**src/rtl/pi_request_queue_pkg.sv**
```systemverilog
// Shared definitions for the Pi register port: register addresses and bus request layout.
package pi_request_queue_pkg;

    localparam logic [2:0] PI_REG_DATA_LO = 3'd0;
    localparam logic [2:0] PI_REG_DATA_HI = 3'd1;
    localparam logic [2:0] PI_REG_ADDR_LO = 3'd2;
    localparam logic [2:0] PI_REG_ADDR_HI = 3'd3;
    localparam logic [2:0] PI_REG_CONTROL = 3'd4;

    // Request word, MSB first: fc, read, size, addr, data.
    typedef struct packed {
        logic [2:0]  fc;
        logic        read;
        logic [1:0]  size;
        logic [23:0] addr;
        logic [31:0] data;
    } req_t;

    localparam int unsigned REQ_WIDTH    = $bits(req_t);
    localparam int unsigned REQ_DATA_LSB = 0;
    localparam int unsigned REQ_ADDR_LSB = 32;
    localparam int unsigned REQ_SIZE_LSB = 56;
    localparam int unsigned REQ_READ_BIT = 58;
    localparam int unsigned REQ_FC_LSB   = 59;

endpackage

```
**src/rtl/req_fifo.sv**
```systemverilog
// Synchronous request FIFO with full/empty flags and an occupancy count.
module req_fifo #(
    parameter int unsigned WIDTH = 62,
    parameter int unsigned DEPTH = 4
) (
    input  logic                     sys_clk,
    input  logic                     rst,
    input  logic                     wr_en,
    input  logic [WIDTH-1:0]         wr_data,
    input  logic                     rd_en,
    output logic [WIDTH-1:0]         rd_data,
    output logic                     full,
    output logic                     empty,
    output logic [$clog2(DEPTH):0]   count
);
    localparam int unsigned PW = $clog2(DEPTH);

    logic [WIDTH-1:0] mem_q [DEPTH];
    logic [PW-1:0]    wr_ptr_q, rd_ptr_q;
    logic [PW:0]      count_q;
    logic             rd_ok, wr_ok;

    // A write into a full FIFO is only legal when a read frees a slot in the same cycle.
    assign rd_ok = rd_en & ~empty;
    assign wr_ok = wr_en & (~full | rd_ok);

    always_ff @(posedge sys_clk or posedge rst) begin
        if (rst) begin
            for (int unsigned i = 0; i < DEPTH; i++) begin
                mem_q[i] <= '0;
            end
            wr_ptr_q <= '0;
            rd_ptr_q <= '0;
            count_q  <= '0;
        end else begin
            if (wr_ok) begin
                mem_q[wr_ptr_q] <= wr_data;
                wr_ptr_q        <= wr_ptr_q + 1'b1;
            end
            if (rd_ok) begin
                rd_ptr_q <= rd_ptr_q + 1'b1;
            end
            if (wr_ok && !rd_ok) begin
                count_q <= count_q + 1'b1;
            end else if (!wr_ok && rd_ok) begin
                count_q <= count_q - 1'b1;
            end
        end
    end

    assign rd_data = mem_q[rd_ptr_q];
    assign full    = (count_q == (PW + 1)'(DEPTH));
    assign empty   = (count_q == '0);
    assign count   = count_q;

endmodule

```
**src/rtl/pi_request_queue.sv**
```systemverilog
// Pi register port front end: strobe sync, register decode, request queue and
// response/status tracking for the 68000 bus FSM.
module pi_request_queue
    import pi_request_queue_pkg::*;
#(
    parameter int unsigned DEPTH = 4
) (
    input  logic        SYSCLK,
    input  logic        RESET,
    input  logic        PI_WR,
    input  logic [2:0]  PI_A,
    input  logic [15:0] PI_DIN,
    output logic        REQ_VALID,
    input  logic        REQ_READY,
    output logic [23:0] REQ_ADDR,
    output logic [31:0] REQ_DATA,
    output logic [1:0]  REQ_SIZE,
    output logic        REQ_READ,
    output logic [2:0]  REQ_FC,
    input  logic        RSP_DONE,
    input  logic        RSP_OK,
    input  logic [31:0] RSP_DATA,
    output logic [31:0] RD_DATA,
    output logic        BUSY,
    output logic        TERM_OK,
    output logic        OVERFLOW,
    output logic [14:0] CONTROL
);
    localparam int unsigned CW = $clog2(DEPTH) + 1;

    logic                 wr_meta_q, wr_sync_q, wr_prev_q, detect;
    logic [31:0]          stage_data_q, stage_data_d;
    logic [15:0]          stage_addr_q, stage_addr_d;
    logic [14:0]          control_q, control_d;
    logic                 overflow_q, overflow_d;
    logic                 inflight_q, inflight_d;
    logic                 inflight_read_q, inflight_read_d;
    logic [31:0]          rd_data_q, rd_data_d;
    logic                 term_ok_q, term_ok_d;
    logic                 busy_q, busy_d;
    req_t                 push_req;
    logic [REQ_WIDTH-1:0] head;
    logic                 push, pop, fifo_wr, full, empty;
    logic [CW-1:0]        count, count_next;

    // Synchroniser idles high so reset cannot fake a falling edge.
    always_ff @(posedge SYSCLK or posedge RESET) begin
        if (RESET) begin
            wr_meta_q <= 1'b1;
            wr_sync_q <= 1'b1;
            wr_prev_q <= 1'b1;
        end else begin
            wr_meta_q <= PI_WR;
            wr_sync_q <= wr_meta_q;
            wr_prev_q <= wr_sync_q;
        end
    end

    assign detect = ~wr_sync_q & wr_prev_q;
    assign push   = detect & (PI_A == PI_REG_ADDR_HI);
    assign pop    = ~empty & REQ_READY;
    assign fifo_wr = push & (~full | pop);

    assign push_req = '{
        fc:   PI_DIN[13:11],
        read: PI_DIN[10],
        size: PI_DIN[9:8],
        addr: {PI_DIN[7:0], stage_addr_q},
        data: stage_data_q
    };

    always_comb begin
        stage_data_d = stage_data_q;
        stage_addr_d = stage_addr_q;
        control_d    = control_q;
        overflow_d   = overflow_q;
        if (detect) begin
            case (PI_A)
                PI_REG_DATA_LO: stage_data_d[15:0]  = PI_DIN;
                PI_REG_DATA_HI: stage_data_d[31:16] = PI_DIN;
                PI_REG_ADDR_LO: stage_addr_d        = PI_DIN;
                PI_REG_CONTROL: begin
                    if (PI_DIN[15]) begin
                        control_d = control_q | PI_DIN[14:0];
                    end else begin
                        control_d  = control_q & ~PI_DIN[14:0];
                        overflow_d = 1'b0;
                    end
                end
                default: ;
            endcase
        end
        if (push && !fifo_wr) begin
            overflow_d = 1'b1;
        end
    end

    always_comb begin
        inflight_d      = inflight_q;
        inflight_read_d = inflight_read_q;
        rd_data_d       = rd_data_q;
        term_ok_d       = term_ok_q;
        if (RSP_DONE && inflight_q) begin
            term_ok_d  = RSP_OK;
            inflight_d = 1'b0;
            if (inflight_read_q) begin
                rd_data_d = RSP_DATA;
            end
        end
        // A pop in the completion cycle starts the next transfer, so it wins.
        if (pop) begin
            inflight_d      = 1'b1;
            inflight_read_d = head[REQ_READ_BIT];
        end
        count_next = count;
        if (fifo_wr && !pop) begin
            count_next = count + 1'b1;
        end else if (!fifo_wr && pop) begin
            count_next = count - 1'b1;
        end
        busy_d = (count_next != '0) | inflight_d;
    end

    always_ff @(posedge SYSCLK or posedge RESET) begin
        if (RESET) begin
            stage_data_q    <= '0;
            stage_addr_q    <= '0;
            control_q       <= '0;
            overflow_q      <= 1'b0;
            inflight_q      <= 1'b0;
            inflight_read_q <= 1'b0;
            rd_data_q       <= '0;
            term_ok_q       <= 1'b0;
            busy_q          <= 1'b0;
        end else begin
            stage_data_q    <= stage_data_d;
            stage_addr_q    <= stage_addr_d;
            control_q       <= control_d;
            overflow_q      <= overflow_d;
            inflight_q      <= inflight_d;
            inflight_read_q <= inflight_read_d;
            rd_data_q       <= rd_data_d;
            term_ok_q       <= term_ok_d;
            busy_q          <= busy_d;
        end
    end

    req_fifo #(
        .WIDTH(REQ_WIDTH),
        .DEPTH(DEPTH)
    ) u_req_fifo (
        .sys_clk (SYSCLK),
        .rst     (RESET),
        .wr_en   (fifo_wr),
        .wr_data (push_req),
        .rd_en   (pop),
        .rd_data (head),
        .full    (full),
        .empty   (empty),
        .count   (count)
    );

    assign REQ_VALID = ~empty;
    assign REQ_ADDR  = head[REQ_ADDR_LSB +: 24];
    assign REQ_DATA  = head[REQ_DATA_LSB +: 32];
    assign REQ_SIZE  = head[REQ_SIZE_LSB +: 2];
    assign REQ_READ  = head[REQ_READ_BIT];
    assign REQ_FC    = head[REQ_FC_LSB +: 3];
    assign RD_DATA   = rd_data_q;
    assign BUSY      = busy_q;
    assign TERM_OK   = term_ok_q;
    assign OVERFLOW  = overflow_q;
    assign CONTROL   = control_q;

endmodule

```
**config.mk**
```make
export PLATFORM = sky130hd
export DESIGN_NAME = pi_request_queue
export DESIGN_NICKNAME = d
export VERILOG_FILES = /design/src/rtl/pi_request_queue_pkg.sv /design/src/rtl/req_fifo.sv /design/src/rtl/pi_request_queue.sv
export SDC_FILE = /design/constraint.sdc
export NUM_CORES = 1
export LEC_CHECK = 0
export CAP_MARGIN = 5
export CELL_PAD_IN_SITES_DETAIL_PLACEMENT = 1
export CELL_PAD_IN_SITES_GLOBAL_PLACEMENT = 2
export CORE_ASPECT_RATIO = 1.25
export CORE_MARGIN = 2
export CORE_UTILIZATION = 35
export CTS_BUF_LIST = sky130_fd_sc_hd__clkbuf_8
export CTS_CLUSTER_SIZE = 8
export DETAILED_ROUTE_END_ITERATION = 10
export PLACE_DENSITY = 0.7
export RECOVER_POWER = 100
export SLEW_MARGIN = 30
export SYNTH_ARGS = -nofsm -noshare
export SYNTH_HDL_FRONTEND = slang
export SYNTH_SLANG_ARGS = --single-unit
```
**constraint.sdc**
```tcl
create_clock -name SYSCLK -period 18.3 [get_ports SYSCLK]
set_input_delay 3.66 -clock SYSCLK [delete_from_list [all_inputs] [get_ports SYSCLK]]
set_output_delay 3.66 -clock SYSCLK [all_outputs]
set_load 0.01 [all_outputs]
```
==> results.md, run 1 <==
- Run status: finished, violations left
- Failing checks: capacitance limit, slew limit
- Cts repair resizes: 0
- Synth top area cells: dfrtp_1 55%, mux2_4 22%, mux4_2 8.7%
- Die ar.: 47,770 um^2
- Worst r2r path cells: 3
- # fillers: 4,580
- Total CTS buffers: 60
- Hold WC Path Type: flop to flop
- Clock root cell: clkbuf_8
- WHS Endpoint: wr_sync_q
- Row count: 87
- Synth Cell Area: 16,110 um^2
- Internal power: around 1800 uW
- Yosys cell types: 32
- Hold Path Origin: wr_meta_q
- Layout Nets: 1,144
- Sequential cell area: 8964 um^2
- Final period util: 54.52%
- Post-CTS Hold Buffers: 0
- Initial antenna violation count: 5
- Die Height: roughly 240 um
- Vias in the first global route: 9,821
- Max Slew Vio Count: between 400 and 500
- Layout cells sized above 1: 23.71%
- DRC: 0
- # setup viols final: 0
- GR Util All Layers: 16.98%
- Fraction of registers with async set/reset: between 90% and 100%
- Cells after Synth: 888
- Multi-input gate area: 5758 um^2
- Worst Tran Pin Value: 5.802 ns
- Hold Path Stages: 0
- Net switching power: 767.3 uW
- Hold Vio Cnt, Final: 0
- RSZ-0062 raised after global routing: false
- Startpoint types: flop
- Worst path arrival time: 6.32 ns
- First-pass GRT wire length: roughly 60,000 um
- Clock buffer depth: 3
- Vias/cell: just under 5
- Syn_nets: 953
- Setup TNS: 0 ns
- Critical path class: flop to output port
- Worst EP required: 14.64 ns
- Drt first-iter violations: roughly 330
- Largest net degree at the start of global routing: 156
- Setup Buffers After CTS: 0
- Top cell type's share of synthesized area: 55.15%
- Drt total wl: 38,990 um
- Wirelength per Cell: 22.92 um
- Post-Place Cells: 1,594
- Die width: 195.9 um
- R2R Path End: inflight_read_q
- Switching power as a share of total power: 30.10%
- Initial Utilization: 35.57%
- CP Max Fanout: 38
- Achievable Freq: between 100 and 150 MHz
- Syn-to-layout area delta: 14.45%
- CTS H-Tree Depth: 2
- # clock sinks: 358
- Most used DFF post-synth: dfrtp_1
- # IOs: 170
- Port buffer count: 169
- Grt ovf: 0
- Clock Power Share: 27.7%
- Clk_lat worst skew: 0.66 ns
- HPWL after detailed placement: 23,650 um
- GP Congestion: roughly 0.7
- EDFF count, synth: 0
- Final Non-Filler Cells: between 1,500 and 2,000
- Core area: 45,280 um^2
- Slew HR: -288.9%
- VDD IR max: 0.07124 mV
- 1st-pass router iterations: 4
- ANT nets after route: 0
- Worst setup margin: 8.323 ns
- Vias: 8,438
- Combinational share of power: ~28%
- Part of the power in registers: 44.7%
- Synthesized area per cell: 18.14 um^2
- Sequential element share of the synthesized area: between 50% and 60%
- Clock Skews: ~0.032 ns
- Reg clk slew, reported paths: 0.07 ns
- Place WS: ~11 ns
- Synth Warn #: 0
- Min Tclk post-route: approximately 10 ns
- Max Cap Violations: 10
- Leakage: 0.009018 uW
- Reg2reg start: u_req_fifo.rd_ptr_q[0]
- CP endpoint kind: output port
- R2R Setup Slk: 12.90 ns
- Yosys reg bits: 358
- Post-synth top cells: 355 x dfrtp_1, 240 x mux2_4, 106 x mux2_2
- Count leader, synth: dfrtp_1
- Cell taking the most area after synthesis: dfrtp_1
- Pwr per Cell Area: 138.3 nW/um^2
- CTS tree: yes
[state kept, by name, indices dropped and copies added, names as in the netlist, 2 cells and up, named ones only]
name,flops
RD_DATA,32
stage_addr_q,16
u_req_fifo.wr_ptr_q,2
stage_data_q,32
u_req_fifo.rd_ptr_q,2
u_req_fifo.count,3
u_req_fifo.mem_q,248
[power by group through the flow]
stage                     clock network, uW  registers [uW]  logic, uW
after floorplan                           0            1120        534
after global placement                    0            1160        844
after detailed placement                  0            1170        858
after CTS                               737            1160        861
after global routing                    766            1170        765
final                                   705            1140        705
[logic make-up (layout without fill, tap and decap cells)]
logic type / count (synthesis) / in the layout / share of synthesized area, %
flops: 358 / 358 / 55.64
simple gates: 39 / 39 / 1.802
xor+xnor: 7 / 7 / 0.3806
buf+inv: 61 / 295 / 2.742
other cells: 0 / 1 / 0
mux: 410 / 410 / 38.57
fa+ha+maj: 8 / 8 / 0.6214
compound gates: 5 / 5 / 0.2408
[worst max path at each step]
stage / from / end / slack [ns] / depth (start not counted)
after floorplan: RESET / BUSY / 4.71 / 1
after global placement: PI_A[2] / u_req_fifo.mem_q[241] / 11.46 / 6
after detailed placement: PI_A[2] / u_req_fifo.mem_q[202] / 11.46 / 6
after CTS: u_req_fifo.rd_ptr_q[0] / REQ_READ / 11.01 / 3
after global routing: u_req_fifo.rd_ptr_q[0] / REQ_DATA[30] / 7.49 / 3
final: u_req_fifo.rd_ptr_q[0] / REQ_DATA[16] / 8.32 / 3
[metrics by stage]
step | total power (uW) | cell area, um^2 | hold WS [ns] | util [%]
2_1_floorplan | 1655 | 16110 | 0.3452 | -
3_3_place_gp | 2001 | 18220 | 0.3573 | 40.23
3_5_place_dp | 2024 | 18240 | 0.3603 | 40.29
4_1_cts | 2754 | 19430 | 0.3632 | 42.90
5_1_grt | 2703 | 18440 | 0.3807 | 40.71
6_report | 2549 | 18440 | 0.3713 | 40.71
[routing by layer]
metal	vias to the layer above	wire (um)	GRT usage, %
met4	2	1009	6.061
met5	-	12	0
met3	64	1672	2.672
met1	4552	16890	22.16
met2	165	19410	28.65
li1	3655	-	-
[worst max-delay path: stages (launching register included)]
cell,delay (ns)
dfrtp_1,1.61
clkbuf_1,2.59
mux4_2,0.81
dlygate4sd3_1,0.64
[area by class of cell]
type	instances	share of cell area (%)
flip-flops and latches	358	48.62
clock buffers	75	5.599
well taps	578	3.923
clock inverters	30	0.8280
inverters	8	0.1697
multi-input cells	469	31.23
repair buffers	182	9.610
diodes	1	0.01357
[layout by cell type (no fill, tap or decap), types with 3 or more instances in the layout]
cell type,synthesis,routed
dfrtp_1,355,354
mux2_1,0,232
dlygate4sd3_1,0,117
mux2_2,106,106
clkbuf_8,0,75
mux4_2,62,62
clkdlybuf4s50_1,0,52
inv_1,8,29
nand3_1,18,18
clkbuf_1,6,10
mux2_4,240,8
ha_1,8,8
nand2_1,5,5
clkinv_2,0,5
nand4_1,0,4
xnor2_1,4,4
nand3b_1,3,3
xor2_1,3,3
(Power assumes the default switching activity.)
==> run 2: changes to the inputs <==
- clock period: 18.3 -> 9.4 ns (I/O delays scaled with it)
==> run 2 against run 1 <==
  * The flow still finishes with violations (capacitance limit, slew limit)
  * Worst setup slack got worse by 5.6 ns
  * Via count rose by 0.46%
  * Clock skew fell by 0.0075 ns
  * Global-route usage rose by 0.14 points
  * Flip-flop and latch count did not move
  * Sequential share of layout area fell by 0.27 points
  * Combinational power rose by 91%
  * Final cell count rose by 0.35%
  * Largest power group unchanged
  * Wire length rose by 0.19%
  * Clock power rose by 110%
  * Sequential power rose by 95%
==> results.md, run 2 (synthesized netlist as in run 1, its figures left out) <==
- Run status: finished, violations left
- Failing checks: capacitance limit, slew limit
- Post-DP Area: 18,250 um^2 (about the same)
- Post-CTS Hold Buffers: 0 (unchanged)
- Top reg by flops: u_req_fifo.mem_q
- Met2 global-route usage: 29.50% (+0.85 points)
- DRC: 0 (unchanged)
- Hold WC Path Type: flop to flop
- Core area: 45,280 um^2 (unchanged)
- Min Tclk post-route: 6.644 ns
- Initial antenna violation count: 3 (-2)
- Reg clk slew, reported paths: 0.07 ns (about the same)
- CTS H-Tree Depth: 2 (unchanged)
- VDD IR max: 0.1399 mV (+96%)
- Slew HR: -93.51% (+200 points)
- Layout Nets: 1,146 (+0.17%)
- Crit path largest cell delay: 2.00 ns (-0.59 ns)
- Max Slew Vio Count: 352 (-17%)
- Hold Vio Cnt, Final: 0 (unchanged)
- Final Non-Filler Cells: 1,707 (+0.35%)
- Achievable Freq: 150.5 MHz
- Die Height: 243.9 um (unchanged)
- 1st-pass router iterations: 4 (unchanged)
- Worst path arrival time: 7.17 ns (+0.85 ns)
- Drt first-iter violations: 311 (-4.6%)
- Routing usage on met3: 2.838% (+0.17 points)
- Total CTS buffers: 60 (unchanged)
- GP Congestion: 0.6914 (-1.1%)
- Vias/cell: 4.966 (+0.11%)
- Die ar.: 47,770 um^2 (unchanged)
- Layout cells sized above 1: 24.65% (+0.94 points)
- Grt ovf: 0 (unchanged)
- Worst Tran Pin Value: 2.903 ns (-2.900 ns)
- Busiest grt layer: met2
- Crit-path cells: dlygate4sd3_1 > and4bb_1 > nand4_1 > clkbuf_1 > mux2_2
- Initial Utilization: 35.57% (unchanged)
- Largest net degree at the start of global routing: 185 (+19%)
- Clock root cell: clkbuf_8
- CTS tree: yes
- CP endpoint kind: flop
- Max Cap Violations: 10 (unchanged)
- RSZ-0062 raised after global routing: false
- Wirelength per Cell: 22.89 um (-0.16%)
- Startpoint types: primary input
- # setup viols final: 0 (unchanged)
- Worst EP required: 9.92 ns (-4.72 ns)
- Post-Place Cells: 1,596 (+0.13%)
- HPWL after detailed placement: 23,760 um (+0.49%)
- GR Util All Layers: 17.12% (+0.14 points)
- Post-route cell area: 18,540 um^2 (+0.55%)
- Clock Skews: 0.02447 ns (-0.007542 ns)
- First-pass GRT wire length: 61,710 um (+0.26%)
- ANT nets after route: 0 (unchanged)
- Row count: 87 (unchanged)
- Setup Buffers After CTS: 0 (unchanged)
- Setup TNS: 0 ns (unchanged)
- Met1 Resource Use GR: 22.32% (+0.16 points)
- # clock sinks: 358 (unchanged)
- Top Family by Delay on Critical Path: buffers and inverters
- Commonest non-fill, non-tap cells in the layout: 354 x dfrtp_1, 234 x mux2_1, 119 x dlygate4sd3_1, 106 x mux2_2, 82 x clkbuf_8
- Port buffer count: 169 (unchanged)
- Pwr per Cell Area: 270.9 nW/um^2 (+96%)
- Final period util: 70.68%
- Cts repair resizes: 0 (unchanged)
- Leakage: 0.009083 uW (+0.72%)
- Total power: 5021 uW (+97%)
- Syn-to-layout area delta: 15.08%
- Clock buffer depth: 3 (unchanged)
- Most common cell after layout, fill and taps aside: dfrtp_1
- Clk_lat worst skew: 0.65 ns (about the same)
- # IOs: 170 (unchanged)
- Max reg flops: 248 (unchanged)
- Drt total wl: 39,070 um (+0.19%)
- Critical path class: primary input to flop
- CP bufs+invs: 2 (unchanged)
- Vias: 8,477 (+0.46%)
- CP Max Fanout: 37 (-2.6%)
- Vias in the first global route: 9,700 (-1.2%)
- Die width: 195.9 um (unchanged)
- Slowest CP cell: clkbuf_1
## run 2: cell count changes in the layout (fill, tap and decap cells not counted), sizes merged
| cell | delta |
|---|---|
| buf | +6 |
| clkbuf | +4 |
| clkdlybuf4s50 | -3 |
| clkinv | +2 |
| clkinvlp | -2 |
| dlygate4sd3 | +2 |
| inv | -3 |
## run 2: worst paths after layout
path	from	endpoint	slack, ns	cells after the start
worst min register to register	wr_meta_q	wr_sync_q	0.38	0
worst max-delay path	PI_A[2]	u_req_fifo.mem_q[77]	2.76	5
min in group asynchronous	RESET	u_req_fifo.mem_q[134]	2.86	3
max in group asynchronous	RESET	u_req_fifo.mem_q[36]	2.86	5
worst max register to register	u_req_fifo.count[0]	u_req_fifo.mem_q[77]	4.61	6
worst min-delay path	wr_meta_q	wr_sync_q	0.38	0
## run 2: report_power, final
part	switching, uW	total, uW	internal [uW]
sequential	282	2220	1940
combinational	573	1350	782
clock	648	1450	798
## run 2: routing by layer
layer / up-vias / share of wire, %
met1: 4621 / 43
met5: - / 0
met2: 153 / 52
li1: 3651 / -
met3: 52 / 3.6
met4: 0 / 1.8
## run 2: area by class of cell
| type | count | area [um^2] |
|---|---|---|
| Clock inverter | 27 | 136.4 |
| Tap cell | 578 | 723.2 |
| Clock buffer | 82 | 1129 |
| Multi-Input combinational cell | 469 | 5751 |
| Sequential cell | 358 | 8964 |
| Timing Repair Buffer | 184 | 1798 |
| Antenna cell | 1 | 2.502 |
| Inverter | 8 | 33.78 |
| Fill cell | 4586 | 26750 |
## run 2: stage by stage
step / util (%) / setup WS, ns / hold WS, ns
after floorplan: - / 2.724 / 0.3452
after global placement: 40.24 / 3.826 / 0.3611
after detailed placement: 40.31 / 3.754 / 0.3664
after CTS: 43.10 / 3.880 / 0.3759
after global routing: 40.93 / 2.006 / 0.3957
final: 40.93 / 2.756 / 0.3787
==> run 3: changes to the inputs <==
- clock period: 9.4 -> 6.65 ns (I/O delays scaled with it)
==> run 3 against run 2 <==
  * The run still ends with capacitance limit, slew limit left
  * Die area unchanged
  * Register-to-register slack worse by 1.7 ns
  * Clock skew down 0.0088 ns
  * Global-route usage down 0.094 points
  * Largest cell class unchanged
  * Sequential power up 41%
  * Final area about the same
  * Combinational power up 44%
  * Count of clock-buffer cells in the layout down 5
  * Hold slack better by 0.00074 ns
  * Sequential share of layout area about the same
  * Critical path depth down 2
  * Highest routed layer unchanged
  * Critical path type is now flop to output port
==> results.md, run 3 (synthesized netlist as in run 1, its figures left out) <==
- Run status: finished, violations left
- Failing checks: capacitance limit, slew limit
- Vias in the first global route: 9,846 (+1.5%)
- R2R Path End: u_req_fifo.mem_q[60]
- Total CTS buffers: 60 (unchanged)
- R2R Setup Slk: 2.96 ns (-1.65 ns)
- Net switching power: 2112 uW (+41%)
- DRC: 0 (unchanged)
- Core area: 45,280 um^2 (unchanged)
- # setup viols final: 0 (unchanged)
- Clock Power Share: 27.4% (-1.4 points)
- Worst path arrival time: 3.92 ns (-3.25 ns)
- Drt total wl: 38,830 um (-0.62%)
- First-pass GRT wire length: 61,680 um (about the same)
- Total power: 7009 uW (+40%)
- Max Cap Violations: 6 (-4)
- Initial antenna violation count: 1 (-2)
- Worst EP required: 5.32 ns (-4.60 ns)
- Initial Utilization: 35.57% (unchanged)
- Combinational share of power: 27.8% (+0.8 points)
- GP Congestion: 0.7062 (+2.1%)
- Clock buffer depth: 3 (unchanged)
- Reg2reg start: u_req_fifo.count[0]
- Drt first-iter violations: 304 (-2.3%)
- Hold Path Stages: 0 (unchanged)
- Row count: 87 (unchanged)
- Setup TNS: 0 ns (unchanged)
- # fillers: 4,527 (-1.3%)
- Reg clk slew, reported paths: 0.06 ns (about the same)
- Post-CTS Hold Buffers: 0 (unchanged)
- Multi-input gate area: 5781 um^2 (+0.52%)
- Clock Skews: 0.01563 ns (-0.008842 ns)
- CP endpoint kind: output port
- Clk_lat worst skew: 0.65 ns (about the same)
- Layout Nets: 1,148 (+0.17%)
- Max Slew Vio Count: 284 (-19%)
- Grt ovf: 0 (unchanged)
- Startpoint types: flop
- Die width: 195.9 um (unchanged)
- ANT nets after route: 0 (unchanged)
- RSZ-0062 raised after global routing: false
- CTS H-Tree Depth: 2 (unchanged)
- Setup Buffers After CTS: 0 (unchanged)
- Layout cells sized above 1: 24.02% (-0.62 points)
- Hold WC Path Type: flop to flop
- Leakage: 0.008997 uW (-0.95%)
- Hold Path Origin: wr_meta_q
- Switching power as a share of total power: 30.14% (+0.20 points)
- Top reg by flops: u_req_fifo.mem_q
- Clock root cell: clkbuf_8
- Die Height: 243.9 um (unchanged)
- Slew HR: -92.50% (+1.0 points)
- Most common cell after layout, fill and taps aside: dfrtp_1
- GR Util All Layers: 17.02% (-0.094 points)
- HPWL after detailed placement: 24,140 um (+1.6%)
- Final design utilization: 40.90% (about the same)
- Vias/cell: 4.931 (-0.71%)
- Syn-to-layout area delta: 14.97% (about the same)
- Wirelength per Cell: 22.73 um (-0.68%)
- Cts repair resizes: 0 (unchanged)
- Vias: 8,422 (-0.65%)
- WHS Endpoint: wr_sync_q
- # IOs: 170 (unchanged)
- Sequential cell area: 8962 um^2 (about the same)
- Hold Vio Cnt, Final: 0 (unchanged)
- VDD IR max: 0.2167 mV (+55%)
- Final period util: roughly four fifths
- Worst r2r path cells: 6 (unchanged)
- Port buffer count: 169 (unchanged)
- Largest net degree at the start of global routing: 118 (-36%)
- Commonest non-fill, non-tap cells in the layout: 355 x dfrtp_1, 234 x mux2_1, 106 x mux2_2, 95 x dlygate4sd3_1, 77 x clkbuf_8
- Pwr per Cell Area: 378.5 nW/um^2 (+40%)
- Worst Tran Pin Value: 2.888 ns (-0.01514 ns)
- Critical path class: flop to output port
- Part of the power in registers: 44.8% (+0.6 points)
- Internal power: 4897 uW (+39%)
- 1st-pass router iterations: 4 (unchanged)
- Min Tclk post-route: 5.253 ns
- Achievable Freq: 190.4 MHz
- Die ar.: 47,770 um^2 (unchanged)
- Max reg flops: 248 (unchanged)
- CP Max Fanout: 24 (-35%)
- CTS tree: yes
- # clock sinks: 358 (unchanged)
## run 3: critical path, cell delays in order, from the launching register on
cell and delay, ns:
dfrtp_1 1.08, clkbuf_2 0.96, mux4_2 0.60, dlygate4sd3_1 0.62
## run 3: worst max path at each step
| stage | from | end |
|---|---|---|
| floorplan | RESET | BUSY |
| global placement | PI_A[2] | u_req_fifo.mem_q[113] |
| detailed placement | PI_A[2] | u_req_fifo.mem_q[64] |
| CTS | u_req_fifo.rd_ptr_q[1] | REQ_READ |
| global route | u_req_fifo.rd_ptr_q[0] | REQ_ADDR[20] |
| finish | u_req_fifo.rd_ptr_q[0] | REQ_ADDR[20] |
## run 3: area by class of cell
type                            instances  share of cell area [%]
Antenna cell                            2                 0.02703
Inverter                                8                  0.1689
Sequential cell                       358                   48.40
Clock inverter                         30                  0.6891
Tap cell                              578                   3.905
Clock buffer                           77                   5.723
Timing Repair Buffer                  186                   9.878
Multi-Input combinational cell        469                   31.21
## run 3: power by group through the flow
stage / Combinational, uW / Sequential (uW) / Clock [uW]
after global placement: 2320 / 3190 / 0
after CTS: 2360 / 3190 / 2000
after detailed placement: 2350 / 3220 / 0
after floorplan: 1470 / 3090 / 0
after global routing: 2110 / 3230 / 2100
final: 1950 / 3140 / 1920
## run 3: metrics by stage
step | std cells | hold WS, ns | setup WS [ns] | instance area (um^2)
finish | 1708 | 0.3794 | 1.397 | 18520
global route | 1707 | 0.3957 | 1.012 | 18520
CTS | 1704 | 0.3691 | 2.028 | 19480
detailed placement | 1597 | 0.3658 | 1.815 | 18290
global placement | 1596 | 0.3668 | 1.909 | 18260
floorplan | 888 | 0.3452 | 0.5241 | 16110
## run 3: metal layers
layer | global-route usage [%] | vias to the layer above | share of wire (%)
met5 | 0 | - | 0
met4 | 6.417 | 0 | 2.5
met3 | 2.727 | 52 | 3.2
met2 | 28.90 | 148 | 51
met1 | 21.90 | 4564 | 43
li1 | - | 3658 | -
